$ cat config.mk
export PLATFORM = sky130hd
export DESIGN_NAME = decode_scan_flat
export DESIGN_NICKNAME = d
export VERILOG_FILES = /design/src/rtl/decode_scan_if.sv /design/src/rtl/decode_scan.sv /design/src/flat_wrapper.sv
export SDC_FILE = /design/constraint.sdc
export NUM_CORES = 1
export LEC_CHECK = 0
export ABC_AREA = 1
export BUFFER_PORTS_ARGS = -buffer_cell sky130_fd_sc_hd__buf_2
export CAP_MARGIN = 20
export CORE_UTILIZATION = 35
export DETAILED_ROUTE_END_ITERATION = 12
export PLACE_DENSITY = 0.64
export SETUP_SLACK_MARGIN = 0.1
export SYNTH_ARGS = -nofsm -noshare
export SYNTH_HDL_FRONTEND = slang
export SYNTH_SLANG_ARGS = --single-unit
$ cat constraint.sdc
create_clock -name clk -period 2.6 [get_ports clk]
set_clock_uncertainty 0.2 [all_clocks]
set_input_delay 0.52 -clock clk [delete_from_list [all_inputs] [get_ports clk]]
set_output_delay 0.52 -clock clk [all_outputs]
set_load 0.01 [all_outputs]
$ cat src/rtl/decode_scan_if.sv
// rtl/decode_scan_if.sv - control/select bundle between a decode_scan and its driver
interface decode_scan_if #(
  parameter int N = 4,
  parameter int U = 8
);
  logic         en;
  logic [1:0]   mode;
  logic [N-1:0] x_in;
  logic         load;
  logic [U-1:0] y_out;
  logic [N-1:0] idx;
  logic         err;
  logic         wrap;

  modport master (
    output en, mode, x_in, load,
    input  y_out, idx, err, wrap
  );

  modport slave (
    input  en, mode, x_in, load,
    output y_out, idx, err, wrap
  );
endinterface

$ cat src/rtl/decode_scan.sv
// rtl/decode_scan.sv - registered N-to-U one-hot/scan/thermometer decoder; DECODE_SCAN_BLANK_EN adds scan blanking
module decode_scan #(
  parameter int N   = 4,
  parameter int U   = 8,
  parameter int DIV = 4
) (
  input logic         clk,
  input logic         rst_n,
  decode_scan_if.slave bus
);

  localparam int             PW       = $clog2(DIV) + 1;
  localparam logic [PW-1:0]  DIV_LAST = PW'(DIV - 1);
  localparam logic [N-1:0]   LAST     = N'(U - 1);
  localparam logic [N:0]     U_W      = (N + 1)'(U);

  logic [N-1:0]  idx_q, idx_n;
  logic [PW-1:0] presc_q, presc_n;
  logic [U-1:0]  y_q, y_n, dec;
  logic          err_q, err_n;
  logic          wrap_q, wrap_n;
  logic [1:0]    mode_q;
  logic          is_scan, is_thermo, mode_chg, oor, step;

  assign is_scan   = (bus.mode == 2'b01);
  assign is_thermo = (bus.mode == 2'b10);
  assign mode_chg  = (bus.mode != mode_q);
  assign oor       = ({1'b0, bus.x_in} >= U_W);

  // Next index, prescaler and flags; load beats tick, a mode change restarts the prescaler
  always_comb begin
    idx_n   = idx_q;
    presc_n = presc_q;
    err_n   = err_q;
    wrap_n  = 1'b0;
    step    = 1'b0;
    if (is_scan) begin
      err_n = 1'b0;
      if (bus.load) begin
        idx_n   = oor ? '0 : bus.x_in;
        err_n   = oor;
        presc_n = '0;
        step    = 1'b1;
      end else if (mode_chg) begin
        presc_n = '0;
      end else if (presc_q >= DIV_LAST) begin
        presc_n = '0;
        idx_n   = (idx_q >= LAST) ? '0 : idx_q + N'(1);
        wrap_n  = (idx_q == LAST);
        step    = 1'b1;
      end else begin
        presc_n = presc_q + PW'(1);
      end
    end else begin
      presc_n = '0;
      if (bus.load) begin
        idx_n = bus.x_in;
        err_n = oor;
      end
    end
  end

  // Decode the index being registered so y_out and idx always agree
  always_comb begin
    dec = '0;
    for (int i = 0; i < U; i++) begin
      if (is_thermo) dec[i] = (N'(i) <= idx_n);
      else           dec[i] = (idx_n == N'(i));
    end
    if ({1'b0, idx_n} >= U_W) dec = '0;
  end

`ifdef DECODE_SCAN_BLANK_EN
  localparam bit BLANK_OK = (DIV >= 2);

  // Dead time: blank the selects for the cycle following each scan index change
  always_comb begin
    y_n = dec;
    if (BLANK_OK && is_scan && step) y_n = '0;
  end
`else
  // Selects switch directly between adjacent codes
  always_comb begin
    y_n = dec;
  end
`endif

  // State registers; en low freezes everything except the wrap pulse
  always_ff @(posedge clk or negedge rst_n) begin
    if (!rst_n) begin
      idx_q   <= '0;
      presc_q <= '0;
      y_q     <= '0;
      err_q   <= 1'b0;
      wrap_q  <= 1'b0;
      mode_q  <= 2'b00;
    end else if (bus.en) begin
      idx_q   <= idx_n;
      presc_q <= presc_n;
      y_q     <= y_n;
      err_q   <= err_n;
      wrap_q  <= wrap_n;
      mode_q  <= bus.mode;
    end else begin
      wrap_q  <= 1'b0;
    end
  end

  assign bus.y_out = y_q;
  assign bus.idx   = idx_q;
  assign bus.err   = err_q;
  assign bus.wrap  = wrap_q;

endmodule

$ cat src/flat_wrapper.sv
// flat-port wrapper written by rule: the top's interface ports become plain ports
module decode_scan_flat 
#(
  parameter int N   = 4,
  parameter int U   = 8,
  parameter int DIV = 4
)
  (clk, rst_n, bus_en, bus_mode, bus_x_in, bus_load, bus_y_out, bus_idx, bus_err, bus_wrap);
  decode_scan_if #(.N(N), .U(U)) bus_i ();
  input logic clk;
  input logic rst_n;
  input wire logic [$bits(bus_i.en)-1:0] bus_en;
  input wire logic [$bits(bus_i.mode)-1:0] bus_mode;
  input wire logic [$bits(bus_i.x_in)-1:0] bus_x_in;
  input wire logic [$bits(bus_i.load)-1:0] bus_load;
  output wire logic [$bits(bus_i.y_out)-1:0] bus_y_out;
  output wire logic [$bits(bus_i.idx)-1:0] bus_idx;
  output wire logic [$bits(bus_i.err)-1:0] bus_err;
  output wire logic [$bits(bus_i.wrap)-1:0] bus_wrap;
  assign bus_i.en = bus_en;
  assign bus_i.mode = bus_mode;
  assign bus_i.x_in = bus_x_in;
  assign bus_i.load = bus_load;
  assign bus_y_out = bus_i.y_out;
  assign bus_idx = bus_i.idx;
  assign bus_err = bus_i.err;
  assign bus_wrap = bus_i.wrap;
  decode_scan #(.N(N), .U(U), .DIV(DIV)) u_core (.clk(clk), .rst_n(rst_n), .bus(bus_i));
endmodule
==> results_dict.tcl <==
set metrics [dict create \
    synth_top_area_share_pct 40.8 \
    ys_seq_area_share_pct 40.8 \
    drive_gt1_share_pct 24.5 \
    rows 20 \
    cp-end-kind "register" \
    top_layer_used "met4" \
    antenna_cells 0 \
    status "completed" \
    root_buffer "clkbuf_4" \
    grt_max_degree 20 \
    leakage_nw 0.750 \
    cts_buffer_depth 2 \
    p_per_area_nw_per_um2 497 \
    hold_violations 0 \
    yosysWarnings 0 \
    comb_power_share_pct 27.3 \
    seq_power_share_pct 50.4 \
    grt_pass1_vias 991 \
    cts_buffers 3 \
    switching_share_pct 34.4 \
    wl_met2_microns 1060 \
    clk_pin_slew_ps 110 \
    synth_top_area_cell "dfrtp_1" \
    final_util_pct 44.1 \
    nets 198 \
    dpl.cell_count 223 \
    hpwlAfterDp_microns 1830 \
    final_cell_mix "nand2_1 (54), buf_2 (23), dfrtp_1 (19)" \
    syn_to_final_growth_pct 17.4 \
    stdcell_count 228 \
    period_minus_slack_ps 2240 \
    maxSlewHeadroom_pct 71.7 \
    wire_per_inst_microns 10.5 \
    max_freq_mhz 445 \
    period_share_pct 86.3 \
    dr_wl_met3_microns 151 \
    yosysUniqueCellTypes 28 \
    crit_type "register to register" \
    vias 1062 \
    die-width_microns 59.7 \
    antenna_found_initial 0 \
    drt-initial-drc-count 35 \
    rsz0062_at_grt "false" \
    coreArea_sq_um 3100 \
    cts_post_setup_buffers_inserted 0 \
    clk_latency_ps 300 \
    setup_viol 0 \
    whs_ps 277 \
    drt_wl_total_microns 2400 \
    cp.required_ps 2650 \
    firstDrtPassIters 4 \
    slew_violations 0 \
    internal_power_uw 446 \
    drc 0 \
    crit_path_frequent_cell "nand2_1" \
    pin_count 24 \
    crit_fanout 7 \
    htreeDepth 1 \
    ir_drop_mv 0.338 \
    maxCapViolCount 0 \
    grt_pass1_wl_microns 4260 \
    syn_nets 171 \
    p_clk_share_pct 22.3 \
    fillers 332 \
    slowest_stage "dfrtp_1" \
    syn_area_sq_um 1160 \
    cp-start-kind "register" \
    ant_nets 0 \
    grt_util_all_layers_pct 15.8 \
    fin_setup_tns_ps 0 \
    netlist_top_cells_area "dfrtp_1 (41%), nand2_1 (17%), inv_1 (5.5%)" \
    synth_seq_cells 19 \
    syn_inst 158 \
    wl_met1_microns 1170 \
    hold_class "input pin to register" \
    chipHeight_microns 59.7 \
    clock-sinks 19 \
    gp_routability_congestion 0.812 \
    via_per_inst 4.66 \
    overflow 0 \
    final_common_cell "nand2_1" \
    cpPeakStageDelay_ps 420 \
    tightest_slew_ps 425 \
    p_switching_uw 234 \
    crit_chain "ha_1, ha_1, inv_1, nand3_1, nand3_2, clkinv_1, nand2_1, nand2_1, nand2_2, nand2_4, nor2_1, nand3_1, nand2_1, nand2_1, nand2_1" \
    io_buffers 23 \
    syn-mean-instance-area_sq_um 7.37 \
    cts_tree "built" \
    dieArea_sq_um 3560 \
    cp_data_arrival_time_ps 2290 \
    initial_core_util_pct 37.5 \
]
routing by layer:
metal	vias up	track usage, %
met4	0	3.65
met3	2	4.98
met5	-	0
met2	31	24.9
met1	482	21.2
li1	547	-
flip-flops by register name, summed over array words and instances (netlist names):
name / count
u_core.bus.err: 1
u_core.bus.idx: 4
u_core.bus.wrap: 1
u_core.bus.y_out: 8
u_core.mode_q: 2
u_core.presc_q: 3
Yosys cell counts:
cell type  count
a21oi_1        1
buf_2          1
clkbuf_1       2
clkinv_1       1
dfrtp_1       19
ha_1           3
inv_1         17
inv_2          2
mux2i_1        1
nand2_1       54
nand2_2        6
nand2_4        2
nand3_1        8
nand3_2        1
nand3b_1       1
nand4_1        3
nand4_2        1
nor2_1        13
nor2_2         1
nor2_4         2
nor2_8         1
nor3_1         2
o211ai_1       1
o21ai_0        9
o21ai_1        3
o21ai_2        1
o21bai_1       1
o22ai_1        1
per-stage QoR:
step / instance area [sq um] / total power, mW / setup slack (ps)
2_1_floorplan: 1160 / 0.471 / 582
3_3_place_gp: 1330 / 0.528 / 468
3_5_place_dp: 1330 / 0.533 / 394
4_1_cts: 1370 / 0.693 / 369
5_1_grt: 1370 / 0.737 / 164
6_report: 1370 / 0.680 / 355
what timing repair did:
item                                   4_1_cts  5_1_grt
resized for setup                            0        0
hold buffers                                 1        0
endpoints found under the hold margin       19        0
critical path, delay by kind of cell (launching register included):
family / cells / cell delay, ps
flops: 1 / 420
buf+inv: 2 / 130
fa+ha+maj: 2 / 380
simple gates: 11 / 1050
power groups by stage:
stage	registers (mW)	logic, mW	clock network (mW)
after floorplan	0.357	0.113	0
after global placement	0.348	0.181	0
after detailed placement	0.348	0.185	0
after CTS	0.342	0.187	0.163
after global routing	0.348	0.212	0.177
final	0.343	0.186	0.152
final timing paths:
| kind | start | end | slack, ps | cells after the start |
|---|---|---|---|---|
| setup / recovery | u_core.presc_q[0] | u_core.bus.y_out[5] | 360 | 15 |
| hold / removal | bus_mode[0] | u_core.mode_q[0] | 280 | 3 |
| setup reg to reg | u_core.presc_q[0] | u_core.bus.y_out[5] | 360 | 15 |
| hold reg to reg | u_core.bus.y_out[2] | u_core.bus.y_out[2] | 280 | 2 |
| max in group asynchronous | rst_n | u_core.bus.err | 1430 | 2 |
| min in group asynchronous | rst_n | u_core.bus.y_out[7] | 480 | 2 |
cells by family (layout without fill, tap and decap cells):
logic type,after synthesis,in the layout,share of synthesized area [%]
multiplexers,1,1,0.859
flip-flops,19,19,40.8
AO/OA/AOI/OAI,17,17,8.16
adder cells (fa/ha/maj),3,3,3.22
buffers and inverters,23,49,7.52
AND/OR/NAND/NOR,95,95,39.4
cell type report:
class / instances / area (sq um) / share of cell area [%]
multi-input combinational: 116 / 602 / 44.0
sequential: 19 / 475 / 34.8
timing repair buffer: 25 / 133 / 9.70
inverter: 20 / 75.1 / 5.49
tap: 44 / 55.1 / 4.03
clock buffer: 3 / 22.5 / 1.65
clock inverter: 1 / 5.00 / 0.366
No activity file was read; power rests on OpenSTA's default activity.
